<file path="src/rtl/tlp_wrr_scheduler.sv">
// -----------------------------------------------------------------------------
// tlp_wrr_scheduler
//
// Weighted round-robin scheduler for the four TLP source queues that share the
// transmit datapath. The scheduler walks a host-programmable ownership table.
// It grants the owner of a slot only when that queue is requesting and has
// link credit. It offers one grant at a time on a valid/ready handshake.
//
// Handshake: the grant (gnt_valid/gnt_id) is raised by the scheduler and held
// unchanged until the cycle in which gnt_ready is also high. That cycle is the
// transfer: pop pulses one-hot for the granted queue, the queue's credit is
// consumed, and gnt_valid drops on the following edge. gnt_ready has no effect
// while gnt_valid is low.
//
// Optional build macro: WRR_LOOKAHEAD_EN. When defined, SCAN searches every
// table slot in one cycle, starting at slot_ptr. When undefined, SCAN checks one
// slot per cycle.
//
// Ports:
//   clk         in   clock, all logic on posedge
//   reset       in   synchronous active-high reset
//   req[3:0]    in   level, queue i has a TLP pending
//   credit_ret  in   pulse, link returned one credit for queue i
//   cfg_we      in   table write strobe
//   cfg_addr    in   slot index to write
//   cfg_data    in   owner id written to the slot
//   gnt_ready   in   datapath accepts the current grant
//   gnt_valid   out  grant outstanding
//   gnt_id      out  granted queue id
//   pop[3:0]    out  one-hot pop on handshake (combinational)
//   slot_ptr    out  next slot to be examined (debug)
// -----------------------------------------------------------------------------
module tlp_wrr_scheduler #(
    parameter int NUM_SLOTS   = 16,
    parameter int SLOT_W      = 4,
    parameter int CREDIT_W    = 4,
    parameter int CREDIT_INIT = 4
) (
    input  logic              clk,
    input  logic              reset,
    input  logic [3:0]        req,
    input  logic [3:0]        credit_ret,
    input  logic              cfg_we,
    input  logic [SLOT_W-1:0] cfg_addr,
    input  logic [1:0]        cfg_data,
    input  logic              gnt_ready,
    output logic              gnt_valid,
    output logic [1:0]        gnt_id,
    output logic [3:0]        pop,
    output logic [SLOT_W-1:0] slot_ptr
);

    typedef enum logic {SCAN = 1'b0, HOLD = 1'b1} state_e;

    localparam logic [CREDIT_W-1:0] CREDIT_MAX = {CREDIT_W{1'b1}};

    state_e              state_q, state_d;
    logic [1:0]          gnt_id_q, gnt_id_d;
    logic [SLOT_W-1:0]   slot_ptr_q, slot_ptr_d;
    logic [CREDIT_W-1:0] credit_q [4];
    logic [CREDIT_W-1:0] credit_d [4];
    logic [1:0]          table_q [NUM_SLOTS];
    logic [3:0]          eligible;
    logic                handshake;

`ifdef WRR_LOOKAHEAD_EN
    logic                found;
    logic [SLOT_W-1:0]   idx;
    logic [SLOT_W-1:0]   found_slot;
`endif

    always_comb begin
        for (int i = 0; i < 4; i++) begin
            eligible[i] = req[i] && (credit_q[i] != '0);
        end
    end

    // A grant in flight during a reset edge is dropped, so no pop is shown.
    assign handshake = (state_q == HOLD) && gnt_ready && !reset;

    assign gnt_valid = (state_q == HOLD);
    assign gnt_id    = gnt_id_q;
    assign slot_ptr  = slot_ptr_q;
    assign pop       = handshake ? (4'b0001 << gnt_id_q) : 4'b0000;

    // Next-state logic for the FSM.
    always_comb begin
        state_d    = state_q;
        gnt_id_d   = gnt_id_q;
        slot_ptr_d = slot_ptr_q;
`ifdef WRR_LOOKAHEAD_EN
        found      = 1'b0;
        idx        = slot_ptr_q;
        found_slot = slot_ptr_q;
`endif
        case (state_q)
            SCAN: begin
`ifdef WRR_LOOKAHEAD_EN
                // The first eligible owner in wrap-around order from slot_ptr wins.
                for (int k = 0; k < NUM_SLOTS; k++) begin
                    idx = slot_ptr_q + SLOT_W'(k);
                    if (!found && eligible[table_q[idx]]) begin
                        found      = 1'b1;
                        found_slot = idx;
                    end
                end
                if (found) begin
                    state_d    = HOLD;
                    gnt_id_d   = table_q[found_slot];
                    slot_ptr_d = found_slot + SLOT_W'(1);
                end
`else
                if (eligible[table_q[slot_ptr_q]]) begin
                    state_d  = HOLD;
                    gnt_id_d = table_q[slot_ptr_q];
                end
                slot_ptr_d = slot_ptr_q + SLOT_W'(1);
`endif
            end
            HOLD: begin
                if (gnt_ready) begin
                    state_d = SCAN;
                end
            end
            default: state_d = SCAN;
        endcase
    end

    // Credit update: a simultaneous return and consume cancel each other.
    // Returns above the maximum are discarded.
    always_comb begin
        for (int i = 0; i < 4; i++) begin
            credit_d[i] = credit_q[i];
            if (handshake && (gnt_id_q == 2'(i)) && !credit_ret[i]) begin
                credit_d[i] = credit_q[i] - CREDIT_W'(1);
            end else if (credit_ret[i] && !(handshake && (gnt_id_q == 2'(i)))
                         && (credit_q[i] != CREDIT_MAX)) begin
                credit_d[i] = credit_q[i] + CREDIT_W'(1);
            end
        end
    end

    always_ff @(posedge clk) begin
        if (reset) begin
            state_q    <= SCAN;
            gnt_id_q   <= 2'd0;
            slot_ptr_q <= '0;
            for (int i = 0; i < 4; i++) begin
                credit_q[i] <= CREDIT_W'(CREDIT_INIT);
            end
            for (int k = 0; k < NUM_SLOTS; k++) begin
                table_q[k] <= 2'(k);
            end
        end else begin
            state_q    <= state_d;
            gnt_id_q   <= gnt_id_d;
            slot_ptr_q <= slot_ptr_d;
            for (int i = 0; i < 4; i++) begin
                credit_q[i] <= credit_d[i];
            end
            // The scan in this cycle has already read the old entry.
            if (cfg_we) begin
                table_q[cfg_addr] <= cfg_data;
            end
        end
    end

endmodule

</file>
<file path="config.mk">
export PLATFORM = sky130hd
export DESIGN_NAME = tlp_wrr_scheduler
export DESIGN_NICKNAME = d
export VERILOG_FILES = /design/src/rtl/tlp_wrr_scheduler.sv
export SDC_FILE = /design/constraint.sdc
export NUM_CORES = 1
export LEC_CHECK = 0
export ABC_CLOCK_PERIOD_IN_PS = 3400
export CAP_MARGIN = 20
export CELL_PAD_IN_SITES_DETAIL_PLACEMENT = 0
export CELL_PAD_IN_SITES_GLOBAL_PLACEMENT = 1
export CORE_MARGIN = 1
export CORE_UTILIZATION = 45
export CTS_CLUSTER_SIZE = 30
export DETAILED_ROUTE_END_ITERATION = 10
export GPL_ROUTABILITY_DRIVEN = 1
export MAX_ROUTING_LAYER = met4
export PLACE_DENSITY = 0.79
export SETUP_SLACK_MARGIN = 0.3
export SKIP_CTS_REPAIR_TIMING = 1
export SLEW_MARGIN = 10
export SYNTH_ARGS = -nofsm -noshare
export SYNTH_HDL_FRONTEND = slang
export SYNTH_SLANG_ARGS = --single-unit
</file>
<file path="constraint.sdc">
create_clock -name clk -period 3.4 [get_ports clk]
set_input_delay 0.85 -clock clk [delete_from_list [all_inputs] [get_ports clk]]
set_output_delay 0.85 -clock clk [all_outputs]
set_load 0.01 [all_outputs]
</file>
== Word level (Yosys, flattened, before mapping) ==
Memory sizes are Yosys's and may differ from the RTL's. A register that Yosys moved wholly into a read port is not among the register bits.
Index checks and enable logic that the tools add are counted.

* Output and inout port bits: 11
* Memories: 2
* Input bits: 18
* Logic and storage cells: 95
* Bits in writable memories: 48
* Bits in registers: 7

* Reductions and logical operators: 38
* Mux-type cells: 29
* Shift-type cells: 1
* Equal/unequal tests: 7
* Order comparisons: 1
* Add/sub/neg operators: 9
* Bitwise operators: 5

{| class="wikitable"
|+ Memory list
! memory !! depth !! bits a word !! rd ports !! clocked after memory_dff !! wr ports !! RTL line !! text
|-
| table_q || 16 || 2 || 1 || 1 || 16 || 62 || <nowiki>logic [1:0] table_q [NUM_SLOTS];</nowiki>
|-
| credit_q || 4 || 4 || 4 || 0 || 4 || 60 || <nowiki>logic [CREDIT_W-1:0] credit_q [4];</nowiki>
|}

{| class="wikitable"
|+ Operator list
! operator !! number
|-
| $mux W4 || 16
|-
| $logic_and A1 B1 Y1 || 22
|-
| $add A4 B1 Y4 const B || 5
|-
| $ne A4 B4 Y1 const B || 4
|-
| $reduce_bool A4 Y1 || 4
|-
| $sub A4 B1 Y4 const B || 4
|-
| $mux W1 || 10
|-
| $logic_not A1 Y1 || 9
|-
| $eq A2 B2 Y1 const B || 2
|-
| $or A1 B1 Y1 || 4
|-
| $shl A1 B2 Y4 const A || 1
|-
| $lt A2 B3 Y1 const B || 1
|-
| $bmux W1 S2 || 1
|-
| $eq A2 B1 Y1 const B || 1
|-
| $logic_not A2 Y1 || 1
|-
| $mux W2 || 1
|-
| $pmux W1 S2 || 1
|-
| $reduce_and A2 Y1 || 1
|-
| $reduce_or A2 Y1 || 1
|-
| $not A1 Y1 || 1
|}

== Longest topological paths before layout ==
Gate-level depths: netlist of run 1.

* Word-level depth: 9
* Gate-level depth with buffers: 10
* Depth with buffers taken out: 9

== Least setup slack after synthesis of run 1 ==
Ideal clock, no wire load.

* Kind: in2reg
* Start: input reset
* End: memory credit_q[1][2]
* Required time: 3.271 ns
* Data arrival time: 2.509 ns
* Path buffers: 1
* Setup time: 0.129 ns
* Slack: 0.763 ns
* Stages on the path: 9
* Cells stage by stage: clkbuf_1 nor3b_1 nand3_1 or2_2 xnor2_1 ha_1 o31ai_1 xnor2_1 nand2_1

{| class="wikitable"
|+ RTL lines
! element !! RTL line !! text
|-
| start: declaration || 40 || <nowiki>input logic reset,</nowiki>
|-
| end: declaration || 60 ||
|}

==> impl_metrics.json, run 1 <==
{
  "grt_pass1_wl_mm": 10.2,
  "netlist_instances": 316,
  "syn_area_um2": 3140,
  "synth_edf_count": 32,
  "ys.warnings.count": 0,
  "wl_met3_um": 183,
  "grt_max_degree": 17,
  "synthArstFlopShare": 0,
  "syn2layout_area_growth_pct": 19.1,
  "dp_hpwl_mm": 4.46,
  "ant_nets": 0,
  "ir_worst_vdd_mv": 0.252,
  "arrival_ns": 3.11,
  "timing.hold.ws_ns": 0.511,
  "crit_fanout": 4,
  "fin_worst_skew_ns": 0.00451,
  "num_vias": 2330,
  "die_area_um2": 7310,
  "row_count": 30,
  "relSlewSlack": 0.564,
  "status": "finished, final reports clean",
  "yosysTopAreaCell": "edfxtp_1",
  "synth_common_cells": "nand2_1 (40), nor2_1 (34), edfxtp_1 (32)",
  "met2_length_mm": 2.97,
  "die_width_um": 85.5,
  "chipHeight_um": 85.5,
  "critPathKind": "in -> reg",
  "synth-seq-area-share": 0.479,
  "multi_input_area_um2": 1560,
  "p_leak_nw": 1.52,
  "max_stage_delay_ns": 0.50,
  "rsz0062_at_grt": "no",
  "synth.most_common_cell": "nand2_1",
  "slowest_stage": "clkdlybuf4s50_1",
  "finalCriticalPeriod_ns": 2.89,
  "max_cap_viol_count": 0,
  "layout-drive-gt1-share": 0.124,
  "cts.sinks": 59,
  "p_per_area_nw_per_um2": 538,
  "place_area_um2": 3510,
  "hold_class": "reg -> reg",
  "top_layer": "met4",
  "io_pins": 29,
  "required_ns": 3.61,
  "setup_viol": 0,
  "yosys_register_bits": 59,
  "antenna_found_initial": 0,
  "grt_pass1_vias": 2171,
  "clock_latency_ns": 0.33,
  "numCtsBuffers": 9,
  "yosysTopAreaCellShare": 0.306,
  "wirelength_mm": 6.23,
  "setup_tns_ns": 0,
  "viasPerCell": 5.36,
  "ys_types": 46,
  "cts_max_level": 3,
  "start_util": 0.464,
  "syn-num-nets": 339,
  "start_kind": "input port",
  "yosys_most_used_dff": "edfxtp_1",
  "cts.path.max_buffers": 2,
  "core_um2": 6760,
  "routedLengthMet1_mm": 2.91,
  "final.period_utilization": 0.851,
  "wire_per_inst_um": 14.3,
  "worst_slack_ns": 0.507,
  "n_antenna_cell": 0,
  "yosys-top-cells-area": "edfxtp_1 (31%), dfxtp_1 (17%), nand2_1 (4.8%)",
  "fin_nets": 373,
  "globalplace.congestion": 0.781,
  "preCtsSetupSlack_ns": 0.153,
  "cts_tree": "yes",
  "cp-end-kind": "register",
  "layout.filler_cells": 596,
  "dr.pass1.iters": 4,
  "synth.avg_cell_area_um2": 9.93,
  "worstMarginPinSlew_ns": 0.645,
  "clk_pin_slew_ns": 0.06,
  "fmax_ghz": 0.346,
  "final_cell_area_um2": 3740,
  "route.detailed.drc": 0,
  "portBuffers": 28,
  "seq_area_um2": 1500,
  "grt_overflow": 0,
  "cts_root_buf": "clkbuf_8",
  "grt_usage": 0.191,
  "finalMaxSlewViolations": 0,
  "hold_viol": 0,
  "critical_path.cell_chain": "clkdlybuf4s50_1 > nor3b_4 > buf_4 > nand3_1 > buf_4 > or2_2 > xnor2_1 > ha_1 > o31ai_1 > xnor2_1 > nand2_1",
  "drt_iter0_drc": 102
}
-- registers in the layout (all words and copies together), names as in the netlist, named ones only --
name,cells
credit_q,16
gnt_valid,1
gnt_id,2
table_q,32
slot_ptr,4
-- report_power, final --
part | internal, mW | switching [mW] | leakage (nW) | total, mW
registers | 0.831 | 0.121 | 0.535 | 0.951
logic | 0.254 | 0.194 | 0.887 | 0.448
clock network | 0.356 | 0.256 | 0.0951 | 0.612
total | 1.44 | 0.571 | 1.52 | 2.01
-- path summary, 6_finish.rpt --
path              startpoint             end  slack [ns]  cells past startpoint
hold reg to reg    gnt_id[0]       gnt_id[0]        0.51                      2
hold / removal     gnt_id[0]       gnt_id[0]        0.51                      2
setup reg to reg    register       gnt_valid        0.96                      6
setup / recovery   gnt_ready  credit_q[1][2]        0.51                     11
-- metal layers --
metal / GRT usage / up-vias
met5: - / -
met4: 0.111 / 0
met3: 0.0414 / 14
met2: 0.297 / 40
met1: 0.231 / 1069
li1: - / 1207
-- cells in the final DEF, fill, tap and decap left out, types with 10 or more instances in the layout --
cell / Yosys / layout
mux2i_1: 14 / 14
nor2_1: 34 / 34
or2_2: 12 / 12
edfxtp_1: 32 / 32
a21oi_1: 10 / 10
nand2_1: 40 / 39
and2_1: 10 / 10
clkdlybuf4s50_1: 0 / 23
o21ai_0: 12 / 12
dfxtp_1: 27 / 27
clkbuf_8: 0 / 10
-- per-stage QoR --
step,utilization,std cells,power [mW]
CTS,0.548,434,2.02
global route,0.553,435,2.13
global placement,0.520,418,1.40
floorplan,-,316,1.26
detailed placement,0.520,418,1.41
finish,0.553,435,2.01
-- cells by family (layout without fill, tap and decap cells) --
| family | count (synthesis) | after routing | share of synthesized area |
|---|---|---|---|
| AO/OA/AOI/OAI | 47 | 47 | 0.100 |
| flip-flops | 59 | 59 | 0.479 |
| AND/OR/NAND/NOR | 151 | 151 | 0.242 |
| XOR/XNOR | 12 | 12 | 0.0335 |
| buffers and inverters | 20 | 59 | 0.0271 |
| multiplexers | 22 | 22 | 0.0985 |
| adder cells (fa/ha/maj) | 5 | 5 | 0.0199 |
-- layout make-up --
type,instances,area share
Inverter,6,0.00603
Clock buffer,13,0.0399
Clock inverter,3,0.0104
Sequential cell,59,0.402
Timing Repair Buffer,37,0.0965
Tap cell,80,0.0268
Multi-Input combinational cell,237,0.419
-- worst max-delay path: cells and delay by family --
family	cells	cell delay, ns
compound gates	1	0.27
xor+xnor	2	0.29
fa+ha+maj	1	0.20
buf+inv	3	0.82
simple gates	4	0.68
Note: power is estimated with default switching activity, not from simulation.
==> run 2, diff against run 1 <==
- CAP_MARGIN: 20 -> default
- CORE_UTILIZATION: 45 -> 35
- PLACE_DENSITY: 0.79 -> 0.64
==> impl_metrics.json, run 2 (synthesized netlist as in run 1, its figures left out) <==
{
  "status": "finished, final reports clean",
  "setup_tns_ns": 0,
  "hold_viol": 0,
  "setup.worst_path.start": "gnt_ready",
  "timing.hold.ws_ns": 0.538,
  "critPathKind": "in -> out",
  "num_vias": 2398,
  "clk_pin_slew_ns": 0.07,
  "dp_hpwl_mm": 4.83,
  "power_frac_comb": 0.214,
  "route.detailed.drc": 0,
  "die_width_um": 96.7,
  "row_count": 34,
  "fmax_ghz": 0.348,
  "relSlewSlack": 0.484,
  "viasPerCell": 5.19,
  "setup_viol": 0,
  "arrival_ns": 2.03,
  "numCtsBuffers": 9,
  "p_leak_nw": 1.52,
  "switching_share": 0.287,
  "grt_usage": 0.164,
  "wirelength_mm": 6.84,
  "power_switching_mw": 0.598,
  "internal_power_mw": 1.49,
  "globalplace.congestion": 0.747,
  "cts.path.max_buffers": 2,
  "cp-end-kind": "output port",
  "preCtsSetupSlack_ns": 0.0991,
  "final_common_cell": "nand2_1",
  "dr.pass1.iters": 4,
  "cts_tree": "yes",
  "p_per_area_nw_per_um2": 551,
  "clkPwrFrac": 0.328,
  "finalMaxSlewViolations": 0,
  "fin_worst_skew_ns": 0.00780,
  "chipHeight_um": 96.7,
  "seq_power_share": 0.458,
  "hold_path.startpoint": "gnt_id[0]",
  "max_cap_viol_count": 0,
  "grt_max_degree": 25,
  "reg2reg_depth": 6,
  "syn2layout_area_growth_pct": 20.7,
  "wire_per_inst_um": 14.8,
  "clock_latency_ns": 0.33,
  "final.period_utilization": 0.846,
  "fin_nets": 372,
  "hold_end": "gnt_id[0]",
  "required_ns": 2.55,
  "layout-drive-gt1-share": 0.130,
  "antenna_found_initial": 0,
  "min_path_cells": 2,
  "crit_fanout": 3,
  "ant_nets": 0,
  "cts_max_level": 3,
  "worstMarginPinSlew_ns": 0.764,
  "rsz0062_at_grt": "no",
  "core_um2": 8680,
  "r2r_setup_slack_ns": 0.97,
  "portBuffers": 28,
  "place_area_um2": 3540,
  "most-common-layout-cells": "nand2_1 (40), nor2_1 (34), edfxtp_1 (32)",
  "die_area_um2": 9350,
  "start_kind": "input port",
  "grt_overflow": 0,
  "drt_iter0_drc": 57,
  "top_register": "table_q",
  "grt_pass1_vias": 2301,
  "start_util": 0.361,
  "largest_reg_flops": 32,
  "grt_pass1_wl_mm": 11.7,
  "ir_worst_vdd_mv": 0.200,
  "hold_class": "reg -> reg",
  "worst_slack_ns": 0.524,
  "io_pins": 29,
  "timing.rr.end": "gnt_valid",
  "finalCriticalPeriod_ns": 2.88,
  "n_antenna_cell": 0,
  "cts.sinks": 59,
  "final_cell_area_um2": 3790,
  "cts_root_buf": "clkbuf_8"
}
run 2: cell types whose count changed in the layout (fill, tap and decap cells not counted), sizes merged:
cell | previous run | this run
buf | 9 | 8
bufinv | 1 | 2
clkinv | 3 | 6
clkbuf | 13 | 9
run 2: final cells by class:
| cell class | instances | area [um2] |
|---|---|---|
| Clock buffer | 9 | 124 |
| Clock inverter | 7 | 82.6 |
| Fill cell | 851 | 4890 |
| Inverter | 6 | 22.5 |
| Multi-Input combinational cell | 237 | 1570 |
| Sequential cell | 59 | 1500 |
| Tap cell | 108 | 135 |
| Timing Repair Buffer | 36 | 353 |
run 2: worst max-delay path, stage by stage:
cell	delay, ns
clkdlybuf4s50_1	0.50
nor3b_4	0.21
buf_4	0.14
nand3_2	0.10
inv_1	0.08
dlymetal6s2s_1	0.15
run 2: worst max path at each step:
| stage | endpoint | slack [ns] | cells after the start |
|---|---|---|---|
| 2_1_floorplan | credit_q[1][2] | 0.76 | 9 |
| 3_3_place_gp | pop[1] | 0.11 | 5 |
| 3_5_place_dp | pop[1] | 0.1 | 5 |
| 4_1_cts | pop[1] | 0.08 | 5 |
| 5_1_grt | credit_q[1][2] | 0.39 | 11 |
| 6_report | pop[1] | 0.52 | 6 |
run 2: power by group through the flow:
stage | logic [mW] | registers, mW | clock network, mW
after CTS | 0.448 | 0.952 | 0.697
final | 0.447 | 0.955 | 0.683
after global placement | 0.442 | 0.968 | 0
after floorplan | 0.349 | 0.907 | 0
after global routing | 0.501 | 0.975 | 0.739
after detailed placement | 0.445 | 0.968 | 0
run 2: metrics by stage:
step,util,total power [mW],std cells
after floorplan,-,1.26,316
after global placement,0.408,1.41,445
after detailed placement,0.408,1.41,445
after CTS,0.432,2.10,461
final,0.436,2.08,462
after global routing,0.436,2.21,462
run 2: per-layer routing:
layer / vias to the layer above / wire length [um] / GRT usage
met4: 0 / 90 / 0.0563
met1: 1143 / 3260 / 0.208
met3: 11 / 223 / 0.0412
met5: - / 0 / -
met2: 39 / 3270 / 0.254
li1: 1205 / - / -
